[src/rtl/alu_pkg.sv]
// Shared ALU definitions: op codes and the registered result bundle.
// Used by the ALU control decoder and by the execute stage.
package alu_pkg;

   localparam logic [3:0] ALU_AND = 4'b0000;
   localparam logic [3:0] ALU_OR  = 4'b0001;
   localparam logic [3:0] ALU_ADD = 4'b0010;
   localparam logic [3:0] ALU_XOR = 4'b0011;
   localparam logic [3:0] ALU_SUB = 4'b0110;

   localparam int ALU_WIDTH = 32;
   localparam int ALU_TAGW  = 5;

   typedef struct packed {
      logic [ALU_WIDTH-1:0] result;
      logic                 zero;
      logic                 ovf;
      logic                 illegal;
      logic [ALU_TAGW-1:0]  tag;
   } alu_res_t;

endpackage

[src/rtl/alu_core.sv]
// Combinational ALU: ADD/SUB/AND/OR/XOR with zero, signed-overflow and illegal-op flags.
// Zero latency; no flow control.
module alu_core
   import alu_pkg::*;
#(
   parameter int WIDTH = ALU_WIDTH
) (
   input  logic [3:0]       op,
   input  logic [WIDTH-1:0] a,
   input  logic [WIDTH-1:0] b,
   output logic [WIDTH-1:0] result,
   output logic             zero,
   output logic             ovf,
   output logic             illegal
);

   always_comb begin
      result  = '0;
      ovf     = 1'b0;
      illegal = 1'b0;
      // Unknown op codes match no item and fall through to default.
      case (op)
         ALU_ADD: begin
            result = a + b;
            ovf    = (a[WIDTH-1] == b[WIDTH-1]) && (result[WIDTH-1] != a[WIDTH-1]);
         end
         ALU_SUB: begin
            result = a - b;
            ovf    = (a[WIDTH-1] != b[WIDTH-1]) && (result[WIDTH-1] != a[WIDTH-1]);
         end
         ALU_AND: result = a & b;
         ALU_OR:  result = a | b;
         ALU_XOR: result = a ^ b;
         default: illegal = 1'b1;
      endcase
   end

   assign zero = (result == '0);

endmodule

[src/rtl/alu_exec_stage.sv]
// Registered ALU execute stage, 1-cycle latency, valid/ready output.
// A 2-entry OUT/SKID buffer absorbs back-pressure; in_ready is a flop with no path from out_ready.
module alu_exec_stage
   import alu_pkg::*;
#(
   parameter int WIDTH = ALU_WIDTH,
   parameter int TAGW  = ALU_TAGW
) (
   input  logic             clk,
   input  logic             reset,
   input  logic             in_valid,
   output logic             in_ready,
   input  logic [3:0]       ALU_cont,
   input  logic [WIDTH-1:0] in_a,
   input  logic [WIDTH-1:0] in_b,
   input  logic [TAGW-1:0]  in_tag,
   output logic             out_valid,
   input  logic             out_ready,
   output logic [WIDTH-1:0] out_result,
   output logic             out_zero,
   output logic             out_ovf,
   output logic             out_illegal,
   output logic [TAGW-1:0]  out_tag
);

   typedef struct packed {
      logic [WIDTH-1:0] result;
      logic             zero;
      logic             ovf;
      logic             illegal;
      logic [TAGW-1:0]  tag;
   } stage_res_t;

   logic [WIDTH-1:0] core_result;
   logic             core_zero;
   logic             core_ovf;
   logic             core_illegal;
   stage_res_t       new_d;
   stage_res_t       out_d;
   stage_res_t       skid_d;
   logic             out_v;
   logic             skid_v;
   logic             rdy_q;
   logic             accept;
   logic             out_free;
   logic             skid_v_n;

   alu_core #(.WIDTH(WIDTH)) u_core (
      .op      (ALU_cont),
      .a       (in_a),
      .b       (in_b),
      .result  (core_result),
      .zero    (core_zero),
      .ovf     (core_ovf),
      .illegal (core_illegal)
   );

   assign new_d = '{result: core_result, zero: core_zero, ovf: core_ovf,
                    illegal: core_illegal, tag: in_tag};

   assign accept   = in_valid && rdy_q;
   assign out_free = !out_v || out_ready;
   // SKID empties whenever OUT can take its contents, otherwise it catches an accept.
   assign skid_v_n = out_free ? 1'b0 : (skid_v || accept);

   always_ff @(posedge clk or posedge reset) begin
      if (reset) begin
         out_v  <= 1'b0;
         skid_v <= 1'b0;
         rdy_q  <= 1'b0;
         out_d  <= '0;
         skid_d <= '0;
      end else begin
         rdy_q  <= !skid_v_n;
         skid_v <= skid_v_n;
         if (out_free) begin
            if (skid_v) begin
               out_d <= skid_d;
               out_v <= 1'b1;
            end else if (accept) begin
               out_d <= new_d;
               out_v <= 1'b1;
            end else begin
               out_v <= 1'b0;
            end
         end else if (accept) begin
            skid_d <= new_d;
         end
      end
   end

   assign in_ready    = rdy_q;
   assign out_valid   = out_v;
   assign out_result  = out_d.result;
   assign out_zero    = out_d.zero;
   assign out_ovf     = out_d.ovf;
   assign out_illegal = out_d.illegal;
   assign out_tag     = out_d.tag;

endmodule

[config.mk]
export PLATFORM = sky130hd
export DESIGN_NAME = alu_exec_stage
export DESIGN_NICKNAME = d
export VERILOG_FILES = /design/src/rtl/alu_pkg.sv /design/src/rtl/alu_core.sv /design/src/rtl/alu_exec_stage.sv
export SDC_FILE = /design/constraint.sdc
export NUM_CORES = 1
export LEC_CHECK = 0
export BUFFER_PORTS_ARGS = -buffer_cell sky130_fd_sc_hd__buf_2
export CAP_MARGIN = 20
export CORE_ASPECT_RATIO = 0.9
export CORE_MARGIN = 3
export CORE_UTILIZATION = 50
export CTS_CLUSTER_SIZE = 8
export DETAILED_ROUTE_END_ITERATION = 8
export PLACE_DENSITY_LB_ADDON = 0.12
export SYNTH_ARGS = -nofsm -noshare
export SYNTH_HDL_FRONTEND = slang
export SYNTH_SLANG_ARGS = --single-unit
[constraint.sdc]
create_clock -name clk -period 3.5 [get_ports clk]
set_input_delay 0.875 -clock clk [delete_from_list [all_inputs] [get_ports clk]]
set_output_delay 0.875 -clock clk [all_outputs]
set_load 0.05 [all_outputs]
## Yosys cells after proc, flatten, opt, wreduce, memory -nomap -nowiden

Cells that the tools add are included.

- Add/sub/neg operators: 2
- Eq/ne operators: 8
- Mux-type cells: 8
- Bitwise logic cells: 4
- Reductions and logical operators: 13

Operator list:

| cell | number |
|---|---|
| 32-bit one-hot mux with 5 select lines | 1 |
| 40-bit two-way mux | 2 |
| 32-bit adder | 1 |
| 32-bit bitwise AND | 1 |
| 32-bit logical NOT | 1 |
| 32-bit OR | 1 |
| 32-bit subtractor | 1 |
| 32-bit XOR | 1 |
| 4-bit by 2-bit == test with 1-bit output, second input constant | 2 |
| 5-bit OR reduction | 1 |
| 4-bit by 1-bit == test with 1-bit output, second input constant | 1 |
| 4-bit by 3-bit == test with 1-bit output, second input constant | 1 |
| 4-bit logical NOT | 1 |
| 1-bit two-way mux | 4 |
| 2-bit AND reduction | 2 |
| 1-bit logical AND | 3 |
| 1-bit inequality test | 3 |
| 1-bit logical NOT | 2 |
| 1-bit logical OR | 2 |
| 1-bit one-hot mux with 2 select lines | 1 |
| 2-bit nonzero test | 1 |
| 1-bit == test | 1 |
| 1-bit inverter | 1 |

- Flip-flop bits (word level): 83
- Bits of input ports: 77
- Output and inout bits: 42
- Word-level logic and storage cells: 48

## Logic depth before layout (Yosys ltp)

Gate-level depths: netlist of run 1.

- Depth in word-level cells: 6
- Mapped depth: 15
- Depth with buffers taken out: 15

## Hierarchy

From an unflattened synthesis of run 1, not the netlist that was laid out.

- Cells, all modules: 1129
- Area total of the unflattened synthesis: 9666.8 um2

By module, submodules not included:

| module | instances | cells an instance | area each (um2) | sequential area each (um2) |
|---|---|---|---|---|
| alu_core | 1 | 904 | 5784.3 | 0.0 |
| alu_exec_stage | 1 | 225 | 3882.5 | 2077.0 |

## Least setup slack after synthesis of run 1

Ideal clock, no wire load.

- Path type: in2reg
- Start: input in_a[6]
- End: register skid_d[7] in the netlist's numbering
- Library setup time: 0.092 ns
- Data arrival time: 3.688 ns
- Required time: 3.408 ns
- Path slack: -0.280 ns
- Stages on the path: 14
- Path buffers: 1
- Path through: inv_1 -> ha_1 -> buf_6 -> nor4_4 -> o31ai_2 -> a311oi_2 -> a211oi_2 -> o31ai_2 -> a21oi_2 -> xnor2_1 -> a221o_1 -> nor4_1 -> nand4_2 -> o31ai_2

- Longest elaborated chain between the ends: 3
- Elaborated cells between the ends (all ways): 7
- Those cells by class: add/sub: 2; mux: 1; bitwise: 3; reduce/logical: 1

Ends and longest elaborated chain:

| element | RTL line | source |
|---|---|---|
| from (decl) | alu_exec_stage.sv:14 | `input logic [WIDTH-1:0] in_a,` |
| 32-bit subtractor (tied with other cells) | alu_core.sv:28 | `result = a - b;` |
| 32-bit one-hot mux with 5 select lines * | alu_core.sv:22 | `case (op)` |
| 32-bit logical NOT * | alu_core.sv:38 | `assign zero = (result == '0);` |
| to (signal assigned) | alu_exec_stage.sv:87 | `skid_d <= new_d;` |
| to (decl) | alu_exec_stage.sv:40 | `stage_res_t skid_d;` |

Every way passes the cells marked *; elsewhere a longest branch is shown, timed or not.
A chain may end at the register's enable or synchronous reset.

## Worst setup path in the final report of run 1

- Start: input in_a[0]
- End: register skid_d[7] in the netlist's numbering

The elaborated chain is that of the path after synthesis.

==> run metrics, run 1 <==
status complete, but fails checks; met1 WL 14900 um; initial antenna violation count 0; Switching Share about 43%; cts hold-fix bufs 0; Seq cells post-synth 83; Hold Path Origin out_result[2]; DP Worst Slack -918 ps; Wirelength per Cell 18.4 um; gpl congestion 0.958; maximum vdd drop approximately 280 uV; min cycle time layout 3870 ps; type of origin of the critical path input pin; ratio of cells with drive above 1 in the final layout 41.7%; Sequential Power Share between 20% and 30%; PD cells 367 mW/mm^2; Initial Util 51.3%; CP max-delay cell a222oi_1; hold-critical path depth 2; row cnt 46; Detailed Route Iter0 Violations around 1100; Highest Clock Rate 259 MHz; clock buffer depth 2; Finish-stage setup viols 8; final setup margin -367 ps; Max-slew headroom 47.5%; Mapped Area ~0.009 mm^2; input/output buffers between 100 and 150; Num CTS Buffers 9; number of global-route vias before repair 10400; largest net degree at the start of global routing 69; Core ar. between 0.015 and 0.02 mm^2; R2R Path Start in_ready; DR vias/cell 5.86; drt first pass iters 6; Top Ports about 120; Pint 2.96 mW; met2 wire length ~16000 um; Synth Instances around 1200; Pins Over Slew Limit 0; YS warnings 0; fill count 1254; post-route ant nets 0; via count ~11000; Max-Cap Viols 0; Multi-input gate area 0.00726 mm^2; Mapped Avg Cell Area 7.42 um^2; Overall Global Routing Usage 32.7%; crit-path max FO 3; reg2reg path depth 5; DRT Wirelength 35100 um; die area ~0.020 mm^2; CP Cell Sequence buf_8 -> inv_6 -> ha_4 -> inv_2 -> fa_2 -> nor2b_4 -> o21ai_4 -> a21oi_2 -> buf_4 -> a211oi_4 -> o221ai_1 -> a222oi_1 -> buf_4 -> nor2b_4 -> and4_1 -> nand4_2 -> o31ai_2; reg-to-reg endpoint out_result[25]; switching power total 2.19 mW; setup slack, reg-to-reg about 1700 ps; CP max stage delay between 500 and 600 ps; period utilization 110%; register area 0.00208 mm^2; P&R area growth vs syn 54.4%; EDFF count, synth 0; Clk pwr share 20.4%; final setup skew 5.94 ps; nets@finish 1842; Synth Flop Type dfrtp_1; antenna cells 0; Die H 134 um; top cells by count, synth nand2_1, o21ai_0, a21oi_1, ha_1, nor2_1; Worst Hold End out_result[2]; Setup CP Type input pin to register; RSZ-0062 raised after global routing true; overall die width between 100 and 150 um; Max Used Layer met4; H-tree levels 3; leading area contributor after synthesis dfrtp_1; largest cells by area after synthesis dfrtp_1, ha_1, o21ai_0, a21oi_1, nand2_1; HPWL after DPL 25500 um; CTS tree built; WP data arrival 4110 ps; Hold Fails Final Rpt 0; failing checks setup timing; first-pass GRT wire length 53400 um; ys async rst share 100%; total grt overflow 0; Slew @ Worst Pin 787 ps; Net Count, Synth 1409; cell with the most instances after synthesis nand2_1; Pwr Total 5.15 mW; WP data required 3740 ps; CP Capture Type register; DR WL met3 2770 um; root buffer cell clkbuf_16; combinational share of power 53.6%; worst min path class register to register; DR DRC count 0; Clock Sink Count 83; sequential area share after synthesis approximately 23%; Synth cell types 80; Clock Latency Late Sink 330 ps; CTS clk-pin slew, worst paths 70 ps; Synth top area share a little under a quarter; Pleak 6.75 nW
==> power groups by stage <==
| stage | logic, mW | clock network (mW) | registers [mW] |
|---|---|---|---|
| 6_report | 2.76 | 1.05 | 1.34 |
| 5_1_grt | 2.94 | 1.10 | 1.36 |
| 4_1_cts | 2.52 | 1.05 | 1.33 |
| 3_5_place_dp | 2.40 | 0 | 1.34 |
| 3_3_place_gp | 2.36 | 0 | 1.33 |
| 2_1_floorplan | 1.01 | 0 | 1.75 |
==> cells by family (layout without fill, tap and decap cells) <==
kind of cell             after synthesis  after routing  share of synthesized area [%]
AO/OA/AOI/OAI                        436            436                           30.3
AND/OR/NAND/NOR                      375            375                           18.9
buffers and inverters                177            615                           7.71
adder cells (fa/ha/maj)              105            105                           14.6
flip-flops                            83             83                           22.8
multiplexers                          42             42                           4.87
XOR/XNOR                               9              9                          0.866
==> flip-flops by register name, summed over array words and instances (netlist names) <==
register and cells:
out_valid 1, skid_d 40, out_zero 1, in_ready 1, out_illegal 1, out_tag 5
skid_v 1, out_result 32, out_ovf 1
==> metrics by stage <==
| stage | std cells | area (um^2) | hold WS, ps | utilization [%] | TNS (ps) |
|---|---|---|---|---|---|
| 2_1_floorplan | 1227 | 9200 | 449 | - | -379 |
| 3_3_place_gp | 1856 | 12400 | 458 | 70.2 | -14600 |
| 3_5_place_dp | 1856 | 12400 | 467 | 70.2 | -16690 |
| 4_1_cts | 1883 | 13300 | 482 | 74.9 | -757 |
| 5_1_grt | 1905 | 14100 | 496 | 79.3 | -1920 |
| 6_report | 1905 | 14100 | 479 | 79.3 | -1090 |
==> critical path: cells and delay by family <==
kind,cells,cell delay [ps]
compound gates,6,1530
simple gates,4,630
buf+inv,5,590
fa+ha+maj,2,480
==> metal layers <==
layer	global-route usage, %	vias up
li1	-	5247
met1	45.3	5221
met2	54.3	592
met3	5.00	111
met4	7.59	0
met5	0	-
==> how the worst max path moves through the flow <==
stage	slack [ps]	endpoint	start
6_report	-370	skid_d[7]	in_a[0]
5_1_grt	-420	skid_d[7]	in_b[11]
4_1_cts	-250	skid_d[7]	in_b[0]
3_5_place_dp	-920	skid_d[7]	in_a[0]
3_3_place_gp	-820	skid_d[7]	in_a[0]
2_1_floorplan	-190	out_result[31]	in_b[5]
==> placed cells by master, fill, tap and decap left out, types with 7 or more instances in the layout <==
master and n:
xnor2_1 7, nand3_1 23, a21o_1 15, a211oi_1 9, o21bai_1 7, ha_1 85
inv_2 13, buf_6 26, o21a_1 7, nand4_1 10, nand2_1 143, o21ai_1 18
buf_2 104, mux2i_1 21, nor2_1 94, nand2b_1 7, a31oi_1 12, dfrtp_1 82
a21oi_1 104, o211ai_1 13, a211o_1 7, buf_4 359, clkbuf_16 9, mux2_2 16
o22ai_1 7, a21oi_2 20, nor3_1 19, o21ai_0 111, inv_1 78, ha_4 14
o31ai_1 7
==> what timing repair did <==
action,4_1_cts,5_1_grt
setup endpoints to repair,23,33
buffers inserted,12,28
resized for setup,95,143
pin swaps,36,71
endpoints found under the hold margin,0,0
==> cell type report <==
class | instances | area share (%)
Clock buffer | 9 | 1.60
Clock inverter | 7 | 0.757
Inverter | 100 | 2.91
Multi-Input combinational cell | 967 | 51.6
Sequential cell | 83 | 14.8
Tap cell | 240 | 2.14
Timing Repair Buffer | 499 | 26.2
Power figures use the tool's default switching activity.
==> run 2, diff against run 1 <==
--- a/config.mk
+++ b/config.mk
@@ -13,6 +13,7 @@
 export CTS_CLUSTER_SIZE = 8
 export DETAILED_ROUTE_END_ITERATION = 8
 export PLACE_DENSITY_LB_ADDON = 0.12
+export SETUP_SLACK_MARGIN = 0.05
 export SYNTH_ARGS = -nofsm -noshare
 export SYNTH_HDL_FRONTEND = slang
 export SYNTH_SLANG_ARGS = --single-unit
==> run 2 against run 1 <==
Compared with the run above: the run still ends with setup timing left; via count down 1.9%; worst setup slack better by 99 ps; critical path depth unchanged; power down 0.79%; flip-flop and latch count unchanged; critical path type unchanged; largest cell class unchanged.
==> run metrics, run 2 (same netlist as run 1, synthesis figures left out) <==
via count 11000; Pins Over Slew Limit 0; Switching Share 42.4%; Highest Clock Rate 265 MHz; min cycle time layout 3770 ps; Wirelength per Cell 18.2 um; final setup skew 7.09 ps; Num CTS Buffers 9; root buffer cell clkbuf_16; antenna cells 0; Initial Util approximately 50%; maximum vdd drop 274 uV; Clock Latency Late Sink 330 ps; Clk pwr share 20.4%; final setup margin -268 ps; Multi-input gate area roughly 0.0073 mm^2; Setup CP Type input pin to register; nets@finish between 1500 and 2000; drt first pass iters 6; DRT Wirelength around 35000 um; Top Ports 119; Die H about 130 um; WP data required around 3700 ps; number of flip-flops under the largest register name 40; Largest Register skid_d; fill count 1264; number of global-route vias before repair 10400; failing checks setup timing; Slew @ Worst Pin 788 ps; RSZ-0062 raised after global routing true; post-route ant nets 0; commonest non-fill, non-tap cell in the layout buf_4; total grt overflow 0; WP data arrival 4010 ps; Detailed Route Iter0 Violations between 1000 and 1500; ratio of cells with drive above 1 in the final layout 41.1%; type of origin of the critical path input pin; DR DRC count 0; status complete, but fails checks; overall die width 148 um; combinational share of power between 50% and 60%; PD cells approximately 370 mW/mm^2; HPWL after DPL 25500 um; DR vias/cell ~5.8; die area between 0.015 and 0.02 mm^2; CTS tree built; switching power total ~2.2 mW; DP Worst Slack -918 ps; Max-slew headroom 47.4%; Max-Cap Viols 0; Pleak between 6 and 7 nW; input/output buffers 118; Pint 2.94 mW; cts hold-fix bufs 0; crit-path max FO 3; Pwr Total 5.11 mW; period utilization 108%; row cnt 46; worst min path class register to register; clock buffer depth 2; Clock Sink Count 83; P&R area growth vs syn 53.2%; most frequent cells in the layout buf_4, nand2_1, o21ai_0, buf_2, a21oi_1; Core ar. between 0.015 and 0.02 mm^2; Finish-stage setup viols 6; largest net degree at the start of global routing 69; first-pass GRT wire length 53400 um; register area slightly above 0.002 mm^2; Hold Fails Final Rpt 0; Hold Slack between 400 and 500 ps; gpl congestion 0.958; CTS clk-pin slew, worst paths roughly 60 ps; Overall Global Routing Usage between 30% and 40%; post-route setup TNS -713 ps; CP Capture Type register; H-tree levels 3; initial antenna violation count 0; Sequential Power Share 26.2%
-- run 2: power groups by stage --
| stage | combinational [mW] | sequential (mW) | clock [mW] |
|---|---|---|---|
| 5_1_grt | 2.92 | 1.36 | 1.10 |
| 6_report | 2.73 | 1.34 | 1.04 |
| 3_3_place_gp | 2.36 | 1.33 | 0 |
| 3_5_place_dp | 2.40 | 1.34 | 0 |
| 2_1_floorplan | 1.01 | 1.75 | 0 |
| 4_1_cts | 2.53 | 1.33 | 1.05 |
-- run 2: what timing repair did --
| action | in CTS | in global routing |
|---|---|---|
| setup buffers | 12 | 19 |
| pin swaps | 39 | 56 |
| resized for setup | 110 | 113 |
| setup endpoints to repair | 30 | 37 |
-- run 2: layout make-up --
type,count,area share [%]
clock buffer,9,1.61
clock inverter,7,0.762
inverter,100,2.92
multi-input combinational,967,52.0
sequential,83,14.9
tap,240,2.15
timing repair buffer,492,25.7
-- run 2: path summary, 6_finish.rpt --
kind	startpoint	end	slack, ps	cells past startpoint
min in group asynchronous	reset	out_tag[1]	620	2
hold / removal	out_result[20]	out_result[20]	480	2
setup / recovery	in_a[0]	skid_d[7]	-270	17
setup reg to reg	in_ready	out_result[18]	1720	4
max in group asynchronous	reset	out_result[14]	2200	3
hold reg to reg	out_result[20]	out_result[20]	480	2
-- run 2: worst max-delay path: stages --
cell and delay [ps]:
buf_8 110, inv_6 50, ha_4 140, inv_2 40, fa_2 350, nor2b_4 140
o21ai_4 160, a21oi_2 100, buf_4 160, a211oi_4 250, o221ai_1 150, a222oi_1 540
buf_4 220, nor2b_4 140, and4_1 210, nand4_2 120, o31ai_2 240
-- run 2: metrics by stage --
stage	util, %	cells	cell area [um^2]
6_report	78.7	1898	13900
5_1_grt	78.7	1898	13900
4_1_cts	75.0	1882	13300
3_5_place_dp	70.2	1856	12400
3_3_place_gp	70.2	1856	12400
2_1_floorplan	-	1227	9200
-- run 2: layer usage --
layer	GRT usage (%)	wire length [um]	up-vias
met5	0	0	-
met4	6.41	725	0
met3	4.83	2720	87
met2	54.8	16300	523
met1	45.5	14800	5125
li1	-	-	5229
